[config.mk]
export PLATFORM = sky130hd
export DESIGN_NAME = branch_pred_unit
export DESIGN_NICKNAME = d
export VERILOG_FILES = /design/src/rtl/branch_pred_unit.sv
export SDC_FILE = /design/constraint.sdc
export NUM_CORES = 1
export LEC_CHECK = 0
export BUFFER_PORTS_ARGS = -buffer_cell sky130_fd_sc_hd__buf_2
export CAP_MARGIN = 15
export CORE_ASPECT_RATIO = 0.9
export CORE_UTILIZATION = 44
export DETAILED_ROUTE_END_ITERATION = 8
export MAX_ROUTING_LAYER = met4
export PLACE_DENSITY = 0.75
export SLEW_MARGIN = 30
export SYNTH_ARGS = -nofsm -noshare
export SYNTH_HDL_FRONTEND = slang
export SYNTH_SLANG_ARGS = --single-unit
[constraint.sdc]
create_clock -name clk -period 3.3 [get_ports clk]
set_input_delay 0.495 -clock clk [delete_from_list [all_inputs] [get_ports clk]]
set_output_delay 0.495 -clock clk [all_outputs]
set_load 0.1 [all_outputs]
[src/rtl/branch_pred_unit.sv]
`default_nettype none
// ---------------------------------------------------------------------------
// branch_pred_unit : branch resolve, bimodal BHT predictor, perf counters
// Revision: 1.0
// ---------------------------------------------------------------------------
module branch_pred_unit #(
  parameter int XLEN        = 32,
  parameter int BHT_ENTRIES = 64,
  parameter int PERF_W      = 32
) (
  input  logic              clk,
  input  logic              rst_n,
  input  logic [XLEN-1:0]   if_pc,
  output logic              if_pred_taken,
  input  logic              ex_valid,
  input  logic [XLEN-1:0]   ex_pc,
  input  logic [2:0]        ex_branch,
  input  logic              ex_less,
  input  logic              ex_zero,
  input  logic              ex_pred_taken,
  output logic              pc_src_a,
  output logic              pc_src_b,
  output logic              mispredict,
  output logic [PERF_W-1:0] perf_branches,
  output logic [PERF_W-1:0] perf_mispred
);

  localparam int IDX_W = $clog2(BHT_ENTRIES);

  logic [1:0]        bht_q [BHT_ENTRIES];
  logic [1:0]        bht_entry_d;
  logic [PERF_W-1:0] perf_br_q, perf_br_d;
  logic [PERF_W-1:0] perf_mp_q, perf_mp_d;

  logic [IDX_W-1:0]  w_if_idx;
  logic [IDX_W-1:0]  w_ex_idx;
  logic              w_taken;
  logic              w_update;
  logic              w_unused_pc;

  assign w_if_idx    = if_pc[IDX_W+1:2];
  assign w_ex_idx    = ex_pc[IDX_W+1:2];
  // Only the index bits of the PCs matter; fold the rest away.
  assign w_unused_pc = ^{if_pc, ex_pc};

  always_comb begin
    w_taken = 1'b0;
    case (ex_branch[1:0])
      2'b00:   w_taken = ex_zero;
      2'b01:   w_taken = ~ex_zero;
      2'b10:   w_taken = ex_less;
      default: w_taken = ~ex_less;
    endcase
  end

  assign w_update      = ex_valid & ex_branch[2];
  assign pc_src_a      = ex_valid & ((ex_branch == 3'b001) | (ex_branch == 3'b010) |
                                     (ex_branch[2] & w_taken));
  assign pc_src_b      = ex_valid & (ex_branch == 3'b010);
  assign mispredict    = w_update & (w_taken != ex_pred_taken);
  assign if_pred_taken = bht_q[w_if_idx][1];
  assign perf_branches = perf_br_q;
  assign perf_mispred  = perf_mp_q;

  always_comb begin
    bht_entry_d = bht_q[w_ex_idx];
    if (w_taken && bht_q[w_ex_idx] != 2'b11) begin
      bht_entry_d = bht_q[w_ex_idx] + 2'b01;
    end else if (!w_taken && bht_q[w_ex_idx] != 2'b00) begin
      bht_entry_d = bht_q[w_ex_idx] - 2'b01;
    end
  end

  always_comb begin
    perf_br_d = perf_br_q;
    perf_mp_d = perf_mp_q;
    if (w_update && perf_br_q != {PERF_W{1'b1}}) begin
      perf_br_d = perf_br_q + PERF_W'(1);
    end
    if (mispredict && perf_mp_q != {PERF_W{1'b1}}) begin
      perf_mp_d = perf_mp_q + PERF_W'(1);
    end
  end

  always_ff @(posedge clk) begin
    if (!rst_n) begin
      for (int i = 0; i < BHT_ENTRIES; i++) begin
        bht_q[i] <= 2'b01;
      end
      perf_br_q <= '0;
      perf_mp_q <= '0;
    end else begin
      if (w_update) begin
        bht_q[w_ex_idx] <= bht_entry_d;
      end
      perf_br_q <= perf_br_d;
      perf_mp_q <= perf_mp_d;
    end
  end

endmodule
`default_nettype wire

==> reports/results.ini <==
[synth]
ys_seq_area_frac=0.5138
synth-edff-count=128
ys.flop_type=edfxtp_1
syn_area_um2=9975
synth_seq_cells=192
synth_area_per_cell_um2=10.53
async_flop_share=0
ys_warn_count=0
synthDistinctLibCells=58
postSynthCellCount=947
syn-num-nets=1024

[clock_network]
clk_latency_ns=0.44
cts-root-buf=clkbuf_16
htreeDepth=4
clk_path_buf_depth=2
cts_tree=built
cts_sinks=192
clkSlewWorstSetupHoldPaths_ns=0.07
hold_buffers=0
cts_buffers=17

[timing]
fin_crit_sh=0.9876
setup-tns-final_ns=0
fin_skew_ns=0.01430
tightest_slew_ns=0.7316
fin_crit_ns=3.259
postLayoutSetupSlackWorst_ns=0.04090
slew_headroom=0.5120
setup-violations-final=0
slew_viol_final=0
final_hold_viol_count=0
holdWs_ns=0.5050
max_freq_mhz=306.8

[place]
hpwl_um=17890
pre_cts_slack_ns=-0.5796
dpl_cell_area_um2=11190
io_buffers=88
gp_congestion=0.9097
dp_cells=1339

[final_layout]
final_cell_mix=edfxtp_1 (128), nor2_1 (118), nand2_1 (112)
nNetsFinal=1146
mostFrequentLayoutCell=edfxtp_1
fin_area_um2=11900
final_layout_size_suffix_gt1_frac=0.2468
area_growth_pct=19.27
antenna_cells=0
finalNonFillerCells=1373
utilization=0.5420

[global_route]
grt_pass1_vias=7667
antenna_found_initial=0
grt_pass1_wl_um=39830
grt_usage=0.2302
grt_max_degree=65
grt_overflow_total=0

[route]
drtPass1Iterations=8
via_per_inst=5.830
routed_wl_um=25580
vias=8005
met2_wirelength_um=12140
route.met3.wl_um=2672
drt-met1-wl_um=10370
drt_iter0_drc=1001
top_layer=met4
avgRoutedWirePerCell_um=18.63
drc_errors=0
ant_nets=0

[worst_setup_path]
critPathKind=in -> reg
cp-start-kind=primary input
required_ns=3.56
end_kind=flop
worst-endpoint-arrival_ns=3.52
path_max_fanout=13

[floorplan]
io_pins=141
initial_core_util=0.4544
die_width_um=160.7
fp.dieH_um=144.8
rows=51
core-area_um2=21950
die-area_um2=23280

[power]
finalPower_mw=5.699
p_per_area_nw_per_um2=479.0
vdd_ir_drop_max_mv=0.3508
cellLeakagePower_nw=4.278

[worst_hold_path]
hold_class=reg -> reg

[job]
maxCapViolCount=0

[status]
status=completed

-- cell type report --
type / instances / area (µm²)
fill: 1911 / 10050
sequential: 192 / 5125
multi-input combinational: 679 / 4542
timing repair buffer: 169 / 1205
clock buffer: 22 / 486.7
tap: 291 / 364.1
clock inverter: 10 / 136.4
inverter: 10 / 37.54
-- per-layer routing --
metal  GRT usage  vias to the layer above
li1            -                     3714
met1      0.2882                     3869
met2      0.3723                      386
met3     0.06241                       36
met4     0.05809                        0
met5           -                        -
-- flip-flops by register name (all words and copies together) (netlist names) --
name           flops
perf_mispred      32
perf_branches     32
bht_q            128
-- timing repair --
| item | 4_1_cts | 5_1_grt |
|---|---|---|
| buffers inserted | 0 | 1 |
| pin swaps | 0 | 1 |
| resized for setup | 1 | 9 |
| cloned | 0 | 1 |
| endpoints found under the setup margin | 128 | 50 |
-- cells in the mapped netlist (4+ instances only) --
cell type / count / area [µm²]
nand2_1: 112 / 420.4
xor2_1: 31 / 271.5
mux4_2: 41 / 923.4
nand2b_1: 9 / 56.30
ha_1: 4 / 50.05
or3_1: 16 / 100.1
buf_2: 10 / 50.05
mux2i_1: 24 / 240.2
nor2_1: 119 / 446.7
and3_1: 21 / 131.4
xnor2_1: 19 / 166.4
nor3_1: 41 / 205.2
nand4_1: 18 / 112.6
buf_6: 8 / 90.09
nand3_1: 92 / 460.4
o22ai_1: 9 / 56.30
clkbuf_1: 40 / 150.1
edfxtp_1: 128 / 3844
and4_1: 8 / 70.07
a21oi_1: 21 / 105.1
and2_1: 4 / 25.02
inv_1: 8 / 30.03
buf_1: 6 / 22.52
o21ai_0: 40 / 200.2
or2_2: 4 / 25.02
dfxtp_1: 64 / 1281
-- worst paths after layout --
check / cells after the start / to / slack (ns) / from
min: 2 / perf_branches[15] / 0.50 / perf_branches[15]
max reg2reg: 12 / bht_q[56][1] / 0.10 / bht_q[15][0]
max: 14 / bht_q[56][1] / 0.04 / ex_pc[3]
min reg2reg: 2 / perf_branches[15] / 0.50 / perf_branches[15]
-- power by group --
part,total [mW],internal (mW),switching [mW],leakage [nW]
Sequential,2.62,2.60,0.0241,1.66
Clock,2.18,1.26,0.928,0.313
Combinational,0.894,0.342,0.552,2.30
-- logic make-up after synthesis --
group / after synthesis / share of synthesized area
AO/OA/AOI/OAI: 94 / 0.05519
XOR/XNOR: 52 / 0.04905
adder cells (fa/ha/maj): 4 / 0.005018
buffers and inverters: 76 / 0.03663
flip-flops: 192 / 0.5138
multiplexers: 68 / 0.1200
AND/OR/NAND/NOR: 461 / 0.2203
-- worst max-delay path, stage by stage --
cell and delay, ns:
buf_2 0.16, buf_8 0.17, mux4_2 0.53, mux2i_2 0.21, o22ai_1 0.16, nor4_4 0.40
buf_4 0.22, ha_1 0.26, buf_4 0.15, a21oi_2 0.17, a21oi_4 0.08, buf_12 0.14
clkbuf_16 0.17, nor3_1 0.17
Note: power is estimated with default switching activity, not from simulation.
